`src/rtl/writeback_commit.sv`:
```
// Writeback/commit stage: holds one execute result, presents it to the
// register-file write port, feeds the bypass pair back to execute and counts
// retired entries.
//
//   state    | meaning
//   ---------+-----------------------------------------------------------
//   IDLE     | out of reset, nothing accepted until startSig
//   WAIT_BEF | hold empty, waiting for execute to send a result
//   COMMIT   | hold entry presented to the register file until it retires
module writeback_commit #(
   parameter int XLEN    = 32,
   parameter int REG_IDX = 5,
   parameter int CNT_W   = 32
) (
   input  logic               clk,
   input  logic               rst,
   input  logic               startSig,
   input  logic               beforePipReadyToSend,
   input  logic               in_valid,
   input  logic [REG_IDX-1:0] in_idx,
   input  logic [XLEN-1:0]    in_val,
   output logic               curPipReadyToRcv,
   output logic               regFile_writeEn,
   output logic [REG_IDX-1:0] regFile_writeIdx,
   output logic [XLEN-1:0]    regFile_writeData,
   input  logic               regFile_writeReady,
   output logic [REG_IDX-1:0] bp_idx,
   output logic [XLEN-1:0]    bp_val,
   output logic [CNT_W-1:0]   retireCount,
   output logic               busy
);

   localparam logic [1:0] IDLE     = 2'd0;
   localparam logic [1:0] WAIT_BEF = 2'd1;
   localparam logic [1:0] COMMIT   = 2'd2;

   logic [1:0]         state_q, state_d;
   logic               h_valid_q, h_valid_d;
   logic [REG_IDX-1:0] h_idx_q, h_idx_d;
   logic [XLEN-1:0]    h_val_q, h_val_d;
   logic [REG_IDX-1:0] cb_idx_q, cb_idx_d;
   logic [XLEN-1:0]    cb_val_q, cb_val_d;
   logic [CNT_W-1:0]   cnt_q, cnt_d;

   logic in_commit;
   logic need_wr;
   logic done;
   logic rcv;
   logic accept;
   logic capture;

   // Handshake decode; every output is forced quiet while reset is asserted so
   // a pending write cannot slip out in the reset cycle.
   always_comb begin
      in_commit = (state_q == COMMIT) & ~rst;
      need_wr   = h_valid_q & (h_idx_q != '0);
      done      = in_commit & (~need_wr | regFile_writeReady);
      rcv       = ((state_q == WAIT_BEF) & ~rst) | done;
      accept    = rcv & beforePipReadyToSend & ~startSig;
      capture   = accept | (startSig & beforePipReadyToSend);
   end

   // Next-state, hold capture, committed-bypass and retire counter updates.
   always_comb begin
      state_d   = state_q;
      h_valid_d = h_valid_q;
      h_idx_d   = h_idx_q;
      h_val_d   = h_val_q;
      cb_idx_d  = cb_idx_q;
      cb_val_d  = cb_val_q;
      cnt_d     = cnt_q;

      if (startSig) begin
         state_d = beforePipReadyToSend ? COMMIT : WAIT_BEF;
      end else begin
         case (state_q)
            IDLE:     state_d = IDLE;
            WAIT_BEF: state_d = accept ? COMMIT : WAIT_BEF;
            COMMIT:   begin
               if (done && !accept) state_d = WAIT_BEF;
               else                 state_d = COMMIT;
            end
            default:  state_d = IDLE;
         endcase
      end

      if (capture) begin
         h_valid_d = in_valid;
         h_idx_d   = in_idx;
         h_val_d   = in_val;
      end

      if (done) begin
         cnt_d = cnt_q + CNT_W'(1);
         if (need_wr) begin
            cb_idx_d = h_idx_q;
            cb_val_d = h_val_q;
         end
      end
   end

   // State and datapath registers with synchronous reset.
   always_ff @(posedge clk) begin
      if (rst) begin
         state_q   <= IDLE;
         h_valid_q <= 1'b0;
         h_idx_q   <= '0;
         h_val_q   <= '0;
         cb_idx_q  <= '0;
         cb_val_q  <= '0;
         cnt_q     <= '0;
      end else begin
         state_q   <= state_d;
         h_valid_q <= h_valid_d;
         h_idx_q   <= h_idx_d;
         h_val_q   <= h_val_d;
         cb_idx_q  <= cb_idx_d;
         cb_val_q  <= cb_val_d;
         cnt_q     <= cnt_d;
      end
   end

   // Output drive: the live hold entry wins the bypass while it is being written.
   always_comb begin
      curPipReadyToRcv  = rcv;
      regFile_writeEn   = in_commit & need_wr;
      regFile_writeIdx  = regFile_writeEn ? h_idx_q : '0;
      regFile_writeData = regFile_writeEn ? h_val_q : '0;
      if (rst) begin
         bp_idx = '0;
         bp_val = '0;
      end else if (regFile_writeEn) begin
         bp_idx = h_idx_q;
         bp_val = h_val_q;
      end else begin
         bp_idx = cb_idx_q;
         bp_val = cb_val_q;
      end
      retireCount = rst ? '0 : cnt_q;
      busy        = in_commit;
   end

endmodule

```
`config.mk`:
```
export PLATFORM = sky130hd
export DESIGN_NAME = writeback_commit
export DESIGN_NICKNAME = d
export VERILOG_FILES = /design/src/rtl/writeback_commit.sv
export SDC_FILE = /design/constraint.sdc
export NUM_CORES = 1
export LEC_CHECK = 0
export BUFFER_PORTS_ARGS = -buffer_cell sky130_fd_sc_hd__buf_2
export CORE_MARGIN = 2
export CORE_UTILIZATION = 45
export DETAILED_ROUTE_END_ITERATION = 7
export GPL_TIMING_DRIVEN = 1
export PLACE_DENSITY = 0.74
export SETUP_SLACK_MARGIN = 0.05
export SLEW_MARGIN = 20
export SYNTH_ARGS = -nofsm -noshare
export SYNTH_HDL_FRONTEND = slang
export SYNTH_SLANG_ARGS = --single-unit
```
`constraint.sdc`:
```
create_clock -name clk -period 3.6 [get_ports clk]
set_input_delay 0.72 -clock clk [delete_from_list [all_inputs] [get_ports clk]]
set_output_delay 0.72 -clock clk [all_outputs]
set_load 0.05 [all_outputs]
```
==> run metrics, run 1 <==
PD cells 364 nW/um^2; Final #Nets 899; Buffers on Ports 151; Max Buffers Root-to-Sink 2; adder-cell share of the synthesized area 0.680%; Critical Path Slowest Stage Cell and3b_1; ANT cells 0; GRT met1 Usage 27.9%; RSZ-0062 raised after global routing no; power share of the clock group 41.2%; Post-Syn Area 5520 sq um; asr flop ratio synth 0%; worst-case vdd ir drop 0.000218 V; final setup fails 0; syn avg cell area 7.55 sq um; post-DP HPWL 9.52 mm; mux share of post-synthesis cell area 11.4%; critical path required time 2880 ps; all-layer global routing usage 21.4%; grt met2 use 35.6%; CTS tree built; core area 12000 sq um; dpl cell area 6380 sq um; Worst Setup EP bp_idx[2]; Via density 5.16; crit path max fanout 35; largest family of logic cells by synthesized area simple AND/OR/NAND/NOR gates; Root Driver clkbuf_16; DR iter-0 viols 444; global route overflow 0; Switching Share 24.3%; Peak Freq 314 MHz; # clock sinks 109; top-count cell post-synth nand2_1; crit path launch state_q[0]; num rows 40; worst-skew pair later-pin latency 350 ps; Slew headroom 53.4%; drt wl/cell 14.1 um; R2R setup slack 1080 ps; post-synth top area share 39.5%; global routing's busiest layer met2; syn_nets 777; vias in the first global route 4722; top post-synthesis cells by area dfxtp_1 40%, nand2_1 16%, a21oi_1 7.8%; CP peak stage delay 350 ps; Residual DRC 0; FF+latch count, synth 109; post-layout min period 3180 ps; global-route wire length before repair 22.9 mm; number of flops mapped to enable cells by yosys 0; Final Hold Viols 0; number of detailed-route iterations in the first pass 4; Final Instance Area 6680 sq um; Final Power 0.00243 W; IO Count 152; post-synthesis sequential area ratio 39.5%; status finished, final reports clean; die height 115 um; H-tree level count 3; top cells by count, synth 235 x nand2_1, 109 x dfxtp_1, 86 x a21oi_1; worst r2r dst cnt_q[23]; Antenna Nets Post-Route 0; die width 115 um; P_sw 0.000591 W; # resized after CTS 0; Syn. warnings 0; Worst Hold Class flop to flop; Top FF cell, synth dfxtp_1; Clk pin slew, worst setup/hold paths 70 ps; routed wire length 14.1 mm; max cap viols 0; Post-CTS Setup Inserts 0; area share of xor/xnor cells in the synthesized design 0%; worst r2r src state_q[0]; reg2reg path depth 7; Lkg Pwr 3.12 nW; endpoint class of the critical path output pin; TritonCTS Buffers 9; simple logic cell fraction of the synthesized area 30.8%; TNS Setup 0 ps; Filler cells 1148; startpoint types flop; met3 Resource Use GR 3.90%; Slew Viols, Final 0; initial antenna violation count 0; Seq pwr share 51.8%; die area 13200 sq um; cell chain of the critical path inv_1 -> ha_1 -> and3b_1 -> o21ai_2 -> clkinv_1 -> buf_4 -> nand2_1 -> a21oi_2 -> buf_2; P&R area growth vs syn 21.0%; Final Cycle Share 88.4%; cell-internal power 0.00184 W; GPL Wtd Cong 0.827; worst setup path category flop to output pin; # hold bufs at CTS 0; area leader, netlist dfxtp_1; post-synthesis cell type count 45; Post-Syn Instances 731; Slew @ Worst Pin 697 ps; routed vias 5187; Crit path arrival time 2460 ps; Starting Density 46.0%; largest net degree at the start of global routing 63; Synth Area in Compound Gates 10.7%; Clock Skews 8.65 ps; Comb power frac 7.0%; fraction of layout cells with a size suffix above 1 24.9%
stage by stage:
stage,util (%),hold WS (ps),cells,setup slack [ps]
finish,55.6,454,1005,419
CTS,55.6,457,1005,412
global placement,53.1,443,989,569
detailed placement,53.1,447,989,577
global route,55.6,473,1005,241
floorplan,-,437,731,175
power by group through the flow:
stage	combinational, W	sequential (W)	clock, W
floorplan	0.000118	0.00128	0
CTS	0.000170	0.00126	0.00102
finish	0.000169	0.00126	0.00100
global route	0.000187	0.00126	0.00107
detailed placement	0.000170	0.00129	0
global placement	0.000167	0.00129	0
area by class of cell:
| cell class | count | area, sq um | area share, % |
|---|---|---|---|
| clock buffers | 11 | 233 | 3.49 |
| multi-input cells | 527 | 3020 | 45.2 |
| well taps | 147 | 184 | 2.75 |
| repair buffers | 161 | 833 | 12.5 |
| inverters | 45 | 169 | 2.53 |
| flip-flops and latches | 109 | 2180 | 32.7 |
| clock inverters | 5 | 61.3 | 0.918 |
worst min-delay path by stage:
stage                             from  cells after the start            to  slack [ps]
final                      cb_val_q[9]                      2   cb_val_q[9]         450
after global routing      cb_val_q[28]                      2  cb_val_q[28]         470
after CTS                  cb_val_q[2]                      2   cb_val_q[2]         460
after detailed placement   cb_val_q[2]                      2   cb_val_q[2]         450
after global placement    cb_val_q[26]                      2  cb_val_q[26]         440
after floorplan            cb_idx_q[0]                      2   cb_idx_q[0]         440
routing by layer:
layer | share of wire, % | wire, um
met5 | 0 | 0
met4 | 1.5 | 210
met3 | 5.4 | 756
met2 | 48 | 6820
met1 | 45 | 6340
registers in the layout, summed over array words and instances (netlist names):
| register | flops |
|---|---|
| cb_idx_q | 5 |
| h_idx_q | 5 |
| state_q | 2 |
| cb_val_q | 32 |
| cnt_q | 32 |
| h_val_q | 32 |
| h_valid_q | 1 |
cells in the final DEF, fill, tap and decap left out, types with 4 or more instances in the layout:
cell,netlist,routed
nor4_1,4,4
mux2_2,15,15
nor3_1,5,5
buf_4,2,11
o21ai_0,5,4
or3_1,4,4
nand4_1,10,10
nor2b_1,32,32
inv_1,42,42
mux2_1,7,7
a21oi_2,0,9
or4_1,6,6
a21oi_1,86,75
nor2_1,23,23
nor4_4,4,4
mux2i_1,38,38
nand2_1,235,235
and4_1,7,7
buf_2,9,150
o31ai_1,7,7
clkbuf_16,0,9
nand3_1,8,8
dfxtp_1,109,109
critical path, delay by kind of cell, from the launching register on:
kind	cells	cell delay, ps
fa+ha+maj	1	270
flops	1	310
compound gates	2	270
simple gates	2	520
buf+inv	4	720
kinds of logic (layout without fill, tap and decap cells):
| group | after synthesis | after routing |
|---|---|---|
| AOI/OAI and AO/OA | 107 | 107 |
| adders and majority gates | 3 | 3 |
| buffers and inverters | 95 | 222 |
| DFF | 109 | 109 |
| muxes | 60 | 60 |
| and+or+nand+nor | 357 | 357 |
(Power assumes the default switching activity.)
==> run 2: changes to the inputs <==
--- a/config.mk
+++ b/config.mk
@@ -9,7 +9,7 @@
 export CORE_MARGIN = 2
 export CORE_UTILIZATION = 45
 export DETAILED_ROUTE_END_ITERATION = 7
-export GPL_TIMING_DRIVEN = 1
+export GPL_TIMING_DRIVEN = 0
 export PLACE_DENSITY = 0.74
 export SETUP_SLACK_MARGIN = 0.05
 export SLEW_MARGIN = 20
==> run 2 against run 1 <==
Worst hold slack improved by 0.91 ps. Wire length rose by 7.0%. Power rose by 4.4%. Clock-buffer cell count did not move. First-iteration DRC count fell by 4.3%. Flip-flop and latch count did not move. Fmax fell by 5.3%. Die area did not move. Utilization rose by 1.3 points. Critical endpoint is now bp_val[12].
==> run metrics, run 2 (same netlist as run 1, synthesis figures left out) <==
GRT met1 Usage 31.1% (+3.2 points); hold_ws 455 ps (+0.908 ps); largest net degree at the start of global routing 19 (-70%); Slew headroom 57.5% (+4.1 points); worst-case vdd ir drop 0.000332 V (+52%); Final Hold Viols 0 (unchanged); die height 115 um (unchanged); post-layout min period 3360 ps (+179 ps); worst-skew pair later-pin latency 360 ps (about the same); global routing's busiest layer met2; Final Instance Area 6840 sq um (+2.4%); P&R area growth vs syn 23.8%; most common cell after layout, fill and taps aside nand2_1; Hold Crit Start cb_val_q[4]; most frequent cells in the layout 235 x nand2_1, 160 x buf_2, 109 x dfxtp_1; worst setup path category flop to output pin; Worst Hold Class flop to flop; Antenna Nets Post-Route 0 (unchanged); Final #Nets 939 (+4.4%); worst r2r dst h_idx_q[1]; Slew @ Worst Pin 637 ps (-60.0 ps); Crit path arrival time 2640 ps (+180 ps); final setup fails 0 (unchanged); core area 12000 sq um (unchanged); # clock sinks 109 (unchanged); post-DP HPWL 11.1 mm (+17%); R2R setup slack 1270 ps (+190 ps); Root Driver clkbuf_16; die area 13200 sq um (unchanged); TritonCTS Buffers 9 (unchanged); RSZ-0062 raised after global routing no; Filler cells 1165 (+1.5%); Final Cycle Share 93.3% (+5.0 points); reg2reg path depth 9 (+2); Starting Density 46.0% (unchanged); H-tree level count 3 (unchanged); crit path max fanout 10 (-71%); Residual DRC 0 (unchanged); dpl cell area 6490 sq um (+1.7%); DR iter-0 viols 425 (-4.3%); initial antenna violation count 0 (unchanged); met3 Resource Use GR 4.11% (+0.21 points); routed wire length 15.1 mm (+7.0%); worst r2r src state_q[0]; endpoint class of the critical path output pin; # hold bufs at CTS 0 (unchanged); hold path depth 2 (unchanged); global-route wire length before repair 24.4 mm (+6.7%); number of detailed-route iterations in the first pass 5 (+1); Via density 5.22 (+1.1%); grt met2 use 38.2% (+2.6 points); critical path required time 2880 ps (about the same); status finished, final reports clean; GPL Wtd Cong 0.860 (+4.0%); IO Count 152 (unchanged); Clock Skews 11.6 ps (+2.94 ps); drt wl/cell 14.5 um (+2.9%); Lkg Pwr 3.22 nW (+3.1%); Clk pin slew, worst setup/hold paths 70 ps (about the same); end of the worst hold path cb_val_q[4]; ANT cells 0 (unchanged); routed vias 5453 (+5.1%); die width 115 um (unchanged); Buffers on Ports 151 (unchanged); CTS tree built; top flop regs cb_val_q x32, cnt_q x32, h_val_q x32; Slew Viols, Final 0 (unchanged); fraction of layout cells with a size suffix above 1 24.7% (-0.22 points); all-layer global routing usage 23.3% (+1.9 points); vias in the first global route 4950 (+4.8%); Max Buffers Root-to-Sink 2 (unchanged); startpoint types flop; PD cells 371 nW/um^2 (+2.0%); num rows 40 (unchanged); global route overflow 0 (unchanged); max cap viols 0 (unchanged); Peak Freq 298 MHz (-5.3%)
## run 2: layout make-up
class / count / area, sq um / area share, %
Clock inverter: 5 / 88.8 / 1.30
Tap cell: 147 / 184 / 2.69
Buffer: 50 / 224 / 3.28
Clock buffer: 11 / 243 / 3.55
Inverter: 45 / 169 / 2.47
Multi-Input combinational cell: 527 / 2990 / 43.7
Sequential cell: 109 / 2180 / 31.9
Timing Repair Buffer: 151 / 756 / 11.1
## run 2: worst max-delay path by stage
stage	start	end
final	state_q[0]	bp_val[12]
after global routing	state_q[0]	bp_val[12]
after CTS	rst	bp_val[15]
after detailed placement	rst	bp_idx[1]
after global placement	rst	bp_idx[1]
after floorplan	rst	bp_idx[2]
## run 2: repair_timing
action / in CTS / in global routing
endpoints found under the setup margin: 37 / 38
buffers inserted: 0 / 0
resized for setup: 5 / 5
## run 2: metrics by stage
| step | utilization (%) | power (W) | worst slack [ps] | setup TNS [ps] | cells |
|---|---|---|---|---|---|
| 2_1_floorplan | - | 0.00140 | 175 | 0 | 731 |
| 3_3_place_gp | 54.1 | 0.00146 | -207 | -3090 | 1029 |
| 3_5_place_dp | 54.1 | 0.00146 | -212 | -2820 | 1029 |
| 4_1_cts | 56.9 | 0.00256 | 75.0 | 0 | 1045 |
| 5_1_grt | 56.9 | 0.00263 | 57.2 | 0 | 1045 |
| 6_report | 56.9 | 0.00254 | 241 | 0 | 1045 |
## run 2: report_power, final
part           internal [W]  switching [W]  total [W]  leakage [nW]
clock network      0.000639       0.000460    0.00110         0.163
logic             0.0000656       0.000114   0.000180          2.17
registers           0.00123      0.0000245    0.00126         0.884
total               0.00194       0.000598    0.00254          3.22
## run 2: metal layers
layer  wire, um  share of wire (%)  vias to the layer above
met5          0                  0                        -
met4        243                1.6                        0
met3        898                5.9                       19
met2       7040                 47                      188
met1       6940                 46                     2497
li1           -                  -                     2749
## run 2: critical path: stages (launching register included)
cell      delay [ps]
dfxtp_1          320
inv_1             50
ha_1             240
and3b_1          180
clkbuf_1         230
o21ai_0          190
clkinv_1         180
clkbuf_2         270
nand2_1          120
a21oi_1          190
buf_2            300
